[config.mk]
export PLATFORM = sky130hd
export DESIGN_NAME = snn_batch_sequencer
export DESIGN_NICKNAME = d
export VERILOG_FILES = /design/src/rtl/snn_pkg.sv /design/src/rtl/snn_timeout_counter.sv /design/src/rtl/snn_batch_sequencer.sv
export SDC_FILE = /design/constraint.sdc
export NUM_CORES = 2
export LEC_CHECK = 0
export CORE_AREA = 2 2 473 475
export CTS_CLUSTER_SIZE = 14
export DETAILED_ROUTE_END_ITERATION = 12
export DIE_AREA = 0 0 475 477
export GPL_ROUTABILITY_DRIVEN = 0
export SLEW_MARGIN = 20
export SYNTH_ARGS = -nofsm -noshare
export SYNTH_HDL_FRONTEND = slang
export SYNTH_SLANG_ARGS = --single-unit
export TNS_END_PERCENT = 50
[constraint.sdc]
create_clock -name clk -period 34.9 [get_ports clk]
set_clock_uncertainty 0.1 [all_clocks]
set_input_delay 6.98 -clock clk [delete_from_list [all_inputs] [get_ports clk]]
set_output_delay 6.98 -clock clk [all_outputs]
set_load 0.02 [all_outputs]
[src/rtl/snn_pkg.sv]
// ----------------------------------------------------------------------------
// snn_pkg
// Shared types and constants for the SNN batch controller.
//   seq_state_t    : batch sequencer FSM state encoding
//   CLASS_STRAIGHT : predicted_class value 0
//   CLASS_TURNING  : predicted_class value 1 (the class that is counted)
// ----------------------------------------------------------------------------
package snn_pkg;

    typedef enum logic [2:0] {
        IDLE,
        CRST,
        SETTLE,
        START,
        WAIT,
        CAPTURE,
        FIN
    } seq_state_t;

    localparam logic CLASS_STRAIGHT = 1'b0;
    localparam logic CLASS_TURNING  = 1'b1;

endpackage

[src/rtl/snn_timeout_counter.sv]
// ----------------------------------------------------------------------------
// snn_timeout_counter
// Loadable down-counter used to bound how long a sample may wait for done.
// Ports:
//   clk        : system clock
//   rst        : asynchronous active-high reset
//   load_i     : load load_val_i into the counter (has priority over en_i)
//   load_val_i : value to load
//   en_i       : decrement by one while the count is non-zero
//   expired_o  : high while the count is zero
// ----------------------------------------------------------------------------
module snn_timeout_counter #(
    parameter int WIDTH = 16
) (
    input  logic             clk,
    input  logic             rst,
    input  logic             load_i,
    input  logic [WIDTH-1:0] load_val_i,
    input  logic             en_i,
    output logic             expired_o
);

    logic [WIDTH-1:0] count_q;

    always_ff @(posedge clk or posedge rst) begin
        if (rst) begin
            count_q <= '0;
        end else if (load_i) begin
            count_q <= load_val_i;
        end else if (en_i && (count_q != '0)) begin
            count_q <= count_q - WIDTH'(1);
        end
    end

    assign expired_o = (count_q == '0);

endmodule

[src/rtl/snn_batch_sequencer.sv]
// ----------------------------------------------------------------------------
// snn_batch_sequencer
// Runs a batch of pre-loaded samples on the attached SNN cores one at a time:
// reset all cores, start the selected core, wait for its done (bounded by a
// timeout), capture its class, then move to the next sample.
// Ports:
//   clk, rst      : clock, asynchronous active-high reset
//   batch_start   : single-cycle batch request (only honoured in IDLE)
//   batch_len     : number of samples, clamped to NUM_CORES
//   busy          : high in every state except IDLE
//   batch_done    : one-cycle pulse at the end of a batch
//   cur_idx       : index of the sample in flight
//   core_rst      : shared reset to all cores
//   core_start    : one-hot single-cycle start pulse
//   core_done     : per-core done level
//   core_class    : per-core predicted class
//   results       : captured class per sample
//   valid_mask    : sample completed normally
//   timeout_mask  : sample was abandoned after the timeout
//   class1_count  : number of valid results equal to CLASS_TURNING
// ----------------------------------------------------------------------------
module snn_batch_sequencer
    import snn_pkg::*;
#(
    parameter int NUM_CORES       = 200,
    parameter int TIMEOUT_CYCLES  = 65535,
    parameter int CORE_RST_CYCLES = 2,
    parameter int IDX_W           = $clog2(NUM_CORES + 1)
) (
    input  logic                 clk,
    input  logic                 rst,
    input  logic                 batch_start,
    input  logic [IDX_W-1:0]     batch_len,
    output logic                 busy,
    output logic                 batch_done,
    output logic [IDX_W-1:0]     cur_idx,
    output logic                 core_rst,
    output logic [NUM_CORES-1:0] core_start,
    input  logic [NUM_CORES-1:0] core_done,
    input  logic [NUM_CORES-1:0] core_class,
    output logic [NUM_CORES-1:0] results,
    output logic [NUM_CORES-1:0] valid_mask,
    output logic [NUM_CORES-1:0] timeout_mask,
    output logic [IDX_W-1:0]     class1_count
);

    localparam int CNT_W = $clog2(TIMEOUT_CYCLES + 1);
    localparam int RST_W = $clog2(CORE_RST_CYCLES + 1);

    localparam logic [IDX_W-1:0] NUM_CORES_W = IDX_W'(NUM_CORES);
    localparam logic [CNT_W-1:0] TMO_LOAD    = CNT_W'(TIMEOUT_CYCLES - 1);
    localparam logic [RST_W-1:0] RST_LOAD    = RST_W'(CORE_RST_CYCLES - 1);

    seq_state_t             state_q;
    logic [IDX_W-1:0]       idx_q;
    logic [IDX_W-1:0]       len_q;
    logic [RST_W-1:0]       rst_cnt_q;
    logic                   busy_q;
    logic                   batch_done_q;
    logic                   core_rst_q;
    logic [NUM_CORES-1:0]   core_start_q;
    logic [NUM_CORES-1:0]   results_q;
    logic [NUM_CORES-1:0]   valid_q;
    logic [NUM_CORES-1:0]   timeout_q;
    logic [IDX_W-1:0]       class1_q;

    logic [NUM_CORES-1:0]   sel_onehot;
    logic                   sel_done;
    logic                   sel_class;
    logic                   tmo_expired;
    logic [IDX_W-1:0]       len_clamped;
    logic [IDX_W-1:0]       idx_d;

    // One-hot decode of the current index; selecting through a mask keeps
    // non-selected cores' done/class out of the decision.
    for (genvar gi = 0; gi < NUM_CORES; gi++) begin : g_sel
        assign sel_onehot[gi] = (idx_q == IDX_W'(gi));
    end

    assign sel_done    = |(core_done & sel_onehot);
    assign sel_class   = |(core_class & sel_onehot);
    assign len_clamped = (batch_len > NUM_CORES_W) ? NUM_CORES_W : batch_len;
    assign idx_d       = idx_q + IDX_W'(1);

    // Loaded with TIMEOUT_CYCLES-1 in START, so it reads zero on the
    // TIMEOUT_CYCLES-th WAIT cycle.
    snn_timeout_counter #(
        .WIDTH (CNT_W)
    ) u_timeout (
        .clk        (clk),
        .rst        (rst),
        .load_i     (state_q == START),
        .load_val_i (TMO_LOAD),
        .en_i       (state_q == WAIT),
        .expired_o  (tmo_expired)
    );

    // Outputs are set on the edge that enters the state they belong to, so
    // they are registered and line up with state_q.
    always_ff @(posedge clk or posedge rst) begin
        if (rst) begin
            state_q      <= IDLE;
            idx_q        <= '0;
            len_q        <= '0;
            rst_cnt_q    <= '0;
            busy_q       <= 1'b0;
            batch_done_q <= 1'b0;
            core_rst_q   <= 1'b0;
            core_start_q <= '0;
            results_q    <= '0;
            valid_q      <= '0;
            timeout_q    <= '0;
            class1_q     <= '0;
        end else begin
            case (state_q)
                IDLE: begin
                    if (batch_start) begin
                        len_q     <= len_clamped;
                        idx_q     <= '0;
                        results_q <= '0;
                        valid_q   <= '0;
                        timeout_q <= '0;
                        class1_q  <= '0;
                        busy_q    <= 1'b1;
                        if (len_clamped == '0) begin
                            state_q      <= FIN;
                            batch_done_q <= 1'b1;
                        end else begin
                            state_q    <= CRST;
                            core_rst_q <= 1'b1;
                            rst_cnt_q  <= RST_LOAD;
                        end
                    end
                end
                CRST: begin
                    if (rst_cnt_q == '0) begin
                        state_q    <= SETTLE;
                        core_rst_q <= 1'b0;
                    end else begin
                        rst_cnt_q <= rst_cnt_q - RST_W'(1);
                    end
                end
                SETTLE: begin
                    state_q      <= START;
                    core_start_q <= sel_onehot;
                end
                START: begin
                    state_q      <= WAIT;
                    core_start_q <= '0;
                end
                WAIT: begin
                    // done is checked first so it wins over a same-cycle timeout
                    if (sel_done) begin
                        results_q <= results_q | (sel_onehot & {NUM_CORES{sel_class}});
                        valid_q   <= valid_q | sel_onehot;
                        if (sel_class == CLASS_TURNING) begin
                            class1_q <= class1_q + IDX_W'(1);
                        end
                        state_q <= CAPTURE;
                    end else if (tmo_expired) begin
                        timeout_q <= timeout_q | sel_onehot;
                        state_q   <= CAPTURE;
                    end
                end
                CAPTURE: begin
                    idx_q <= idx_d;
                    if (idx_d == len_q) begin
                        state_q      <= FIN;
                        batch_done_q <= 1'b1;
                    end else begin
                        state_q    <= CRST;
                        core_rst_q <= 1'b1;
                        rst_cnt_q  <= RST_LOAD;
                    end
                end
                FIN: begin
                    state_q      <= IDLE;
                    batch_done_q <= 1'b0;
                    busy_q       <= 1'b0;
                end
                default: begin
                    state_q <= IDLE;
                end
            endcase
        end
    end

    assign busy         = busy_q;
    assign batch_done   = batch_done_q;
    assign cur_idx      = idx_q;
    assign core_rst     = core_rst_q;
    assign core_start   = core_start_q;
    assign results      = results_q;
    assign valid_mask   = valid_q;
    assign timeout_mask = timeout_q;
    assign class1_count = class1_q;

endmodule

==> load_flow_metrics.sql <==
INSERT INTO impl_metrics (metric_group, metric, value, unit) VALUES
('outcome', 'status', 'complete, no violations', ''),
('setup_path', 'cp_data_arrival_time', '13.27', 'ns'),
('drt', 'drtPass1Iterations', '7', ''),
('sta', 'fmax', '78.66', 'MHz'),
('job', 'maxCapViolCount', '0', ''),
('yosys', 'syn_area', '0.03624', 'mm2'),
('layout', 'finish.net_count', '5033', ''),
('clock_tree', 'post_cts_hold_buffer_count', '0', ''),
('clock_tree', 'postCtsSetupBuffers', '0', ''),
('floorplan', 'die_h', '477', 'um'),
('placement', 'port_buffers', '1229', ''),
('clock_tree', 'cts_max_path_buffers', '3', ''),
('yosys', 'synth_area_per_cell', '10.20', 'um2'),
('grt', 'grt_antenna_before_repair', '51', ''),
('layout', 'flow.area_growth_from_synthesis', '52.27', '%'),
('clock_tree', 'number_of_clock_sinks_seen_by_cts', '848', ''),
('min_path', 'timing.hold.worst.class', 'register to register', ''),
('sta', 'fin_hold_ws', '0.3791', 'ns'),
('grt', 'grt_overflow_total', '0', ''),
('clock_tree', 'worst_skew_pair.late_latency', '0.77', 'ns'),
('yosys', 'async_reset_ff_share', '100.0', '%'),
('yosys', 'synthesis.nets', '3971', ''),
('drt', 'route.final.wire_length', '248300', 'um'),
('sta', 'final_hold_viol_count', '0', ''),
('drt', 'detail-route-antenna-nets', '0', ''),
('setup_path', 'worstReg2RegStart', 'cur_idx[2]', ''),
('drt', 'avgRoutedWirePerCell', '32.22', 'um'),
('placement', 'dpl.hpwl', '175700', 'um'),
('yosys', 'synth.distinct_cells', '76', ''),
('floorplan', 'fp.dieArea', '0.2266', 'mm2'),
('setup_path', 'critPathKind', 'input port to register', ''),
('sta', 'finalSetupTns', '0', 'ns'),
('setup_path', 'worst-endpoint-required', '35.46', 'ns'),
('power_and_ir_drop', 'p_seq_share', '38.8', '%'),
('layout', 'fraction_of_layout_instances_using_a_drive_strength_above_1', '7.887', '%'),
('placement', 'preCtsSetupSlack', '21.68', 'ns'),
('setup_path', 'timing.reg2reg.worst_path_depth', '14', ''),
('power_and_ir_drop', 'power.leakage', '22.38', 'nW'),
('clock_tree', 'clk_pin_slew_worst_setup_hold_paths', '0.06', 'ns'),
('power_and_ir_drop', 'power.net_switching', '0.0009136', 'W'),
('setup_path', 'r2r_setup_slack', '26.38', 'ns'),
('grt', 'grt_util_all_layers', '21.06', '%'),
('power_and_ir_drop', 'share_comb_of_total_power', '21.7', '%'),
('clock_tree', 'post_cts.resized_instances', '0', ''),
('floorplan', 'floorplan.core_area', '0.2214', 'mm2'),
('setup_path', 'worst-path-max-fanout', '81', ''),
('yosys', 'netlist_instances', '3553', ''),
('sta', 'slew_viols_final', '0', ''),
('sta', 'slew_headroom', '15.04', '%'),
('clock_tree', 'htreeDepth', '3', ''),
('clock_tree', 'numCtsBuffers', '93', ''),
('drt', 'via_per_inst', '4.864', ''),
('grt', 'grt_max_degree', '225', ''),
('sta', 'period_share', '36.42', '%'),
('clock_tree', 'clock-root-buffer', 'sky130_fd_sc_hd__clkbuf_16', ''),
('sta', 'worst-slew-pin-transition', '1.242', 'ns'),
('layout', 'filler_instances', '23596', ''),
('setup_path', 'worst_r2r_endpoint', 'timeout_mask[51]', ''),
('drt', 'drt_first_iter_violations', '4572', ''),
('yosys', 'synth.ff_latch_count', '848', ''),
('floorplan', 'start_util', '16.37', '%'),
('sta', 'timing.final.setup_violations', '0', ''),
('yosys', 'synth_edf_count', '0', ''),
('sta', 'worst_slack_setup_final', '22.19', 'ns'),
('drt', 'drcViolationCount', '0', ''),
('yosys', 'yosys_warnings', '0', ''),
('setup_path', 'cp-endpoint', 'timeout_mask[51]', ''),
('floorplan', 'num_rows', '173', ''),
('setup_path', 'timing.critical_path.from', 'core_done[30]', ''),
('yosys', 'share_of_the_yosys_chip_area_belonging_to_registers', '58.55', '%'),
('floorplan', 'die_w', '475', 'um');
stage by stage:
stage	utilization, %	instance area, um2	instances	power, W
after global placement	23.39	51800	7493	0.001597
final	24.92	55180	7705	0.002637
after floorplan	-	36240	3553	0.001323
after detailed placement	23.41	51840	7495	0.001602
after global routing	24.89	55110	7675	0.002726
after CTS	24.87	55070	7666	0.002652
power groups by stage:
stage	clock network [W]	logic (W)	registers [W]
after floorplan	0	0.000281	0.00104
after global placement	0	0.000559	0.00104
after detailed placement	0	0.000562	0.00104
after CTS	0.00107	0.000565	0.00102
after global routing	0.00110	0.000598	0.00102
final	0.00104	0.000572	0.00102
registers in the layout, indices dropped and copies added, names as in the netlist:
register,flops
timeout_mask,200
valid_mask,200
core_rst,1
rst_cnt_q,2
len_q,8
cur_idx,8
class1_count,8
results,200
state_q,3
batch_done,1
core_start,200
busy,1
u_timeout.count_q,16
synthesized netlist by cell type (all sizes together) (34+ instances only):
library cell	instances	share of area, %
nor2	526	5.4
a22o	34	0.82
a22oi	46	0.95
buf	104	1.9
dfrtp	848	59
a31oi	301	5.2
clkbuf	287	3.0
o21ai	215	3.0
a21oi	170	2.3
nand4	35	0.60
a32o	174	4.8
nand2	287	3.0
nand3	134	1.9
worst max-delay path, stage by stage:
cell	delay, ns
sky130_fd_sc_hd__clkdlybuf4s50_1	0.40
sky130_fd_sc_hd__or4bb_1	0.20
sky130_fd_sc_hd__a211oi_1	0.16
sky130_fd_sc_hd__buf_4	0.28
sky130_fd_sc_hd__a2111oi_0	0.51
sky130_fd_sc_hd__o2111ai_2	0.21
sky130_fd_sc_hd__buf_6	0.22
sky130_fd_sc_hd__or4_4	0.53
sky130_fd_sc_hd__nor4_4	0.84
sky130_fd_sc_hd__and3_4	0.77
sky130_fd_sc_hd__buf_4	0.75
sky130_fd_sc_hd__buf_4	0.81
sky130_fd_sc_hd__a31oi_1	0.19
sky130_fd_sc_hd__nor2_1	0.13
cell usage in the layout, fill, tap and decap left out, drive strengths merged, types with 9 or more instances in the layout:
cell	instances
and3b	27
mux2i	9
clkbuf	140
a21oi	170
o22ai	17
clkinv	21
nand2	287
nor3	12
buf	129
and3	20
xnor2	14
a22oi	46
o211ai	13
nand3b	23
nand3	134
nand2b	20
dfrtp	848
clkdlybuf4s50	1229
o31ai	22
a31oi	301
nor2b	23
a2111oi	9
mux2	14
nor2	526
nor3b	12
nand4	35
or3	9
a22o	34
inv	16
a32oi	18
a32o	174
nor4	18
diode	39
o21ai	215
cell families after synthesis:
kind of cell / after synthesis / synth area share (%)
flip-flops: 848 / 58.55
buffers and inverters: 404 / 5.023
multiplexers: 23 / 0.6836
AO/OA/AOI/OAI: 1068 / 19.95
AND/OR/NAND/NOR: 1183 / 15.07
adder cells (fa/ha/maj): 7 / 0.2417
XOR/XNOR: 20 / 0.4833
metal layers:
layer,share of wire [%],global-route usage (%),routed length [um]
met1,38,25.07,94460
met2,44,31.69,108300
met3,12,9.076,30850
met4,5.9,11.65,14540
met5,0.039,0.02132,97
how the worst min path moves through the flow:
stage | from | to | slack [ns] | cells past startpoint
6_report | core_start[94] | core_start[94] | 0.38 | 2
5_1_grt | core_start[160] | core_start[160] | 0.40 | 2
4_1_cts | core_start[24] | core_start[24] | 0.38 | 2
2_1_floorplan | len_q[6] | len_q[6] | 0.37 | 2
3_5_place_dp | core_start[24] | core_start[24] | 0.37 | 2
3_3_place_gp | core_start[2] | core_start[2] | 0.36 | 2
area by class of cell:
class	count	area, um2	area share [%]
multi-input cells	2301	13530	24.51
well taps	2975	3722	6.745
inverters	13	56.30	0.1020
repair buffers	1358	13310	24.13
diodes	39	97.59	0.1769
clock inverters	31	484.2	0.8775
clock buffers	140	2744	4.972
flip-flops and latches	848	21240	38.49
No activity file was read; power rests on OpenSTA's default activity.
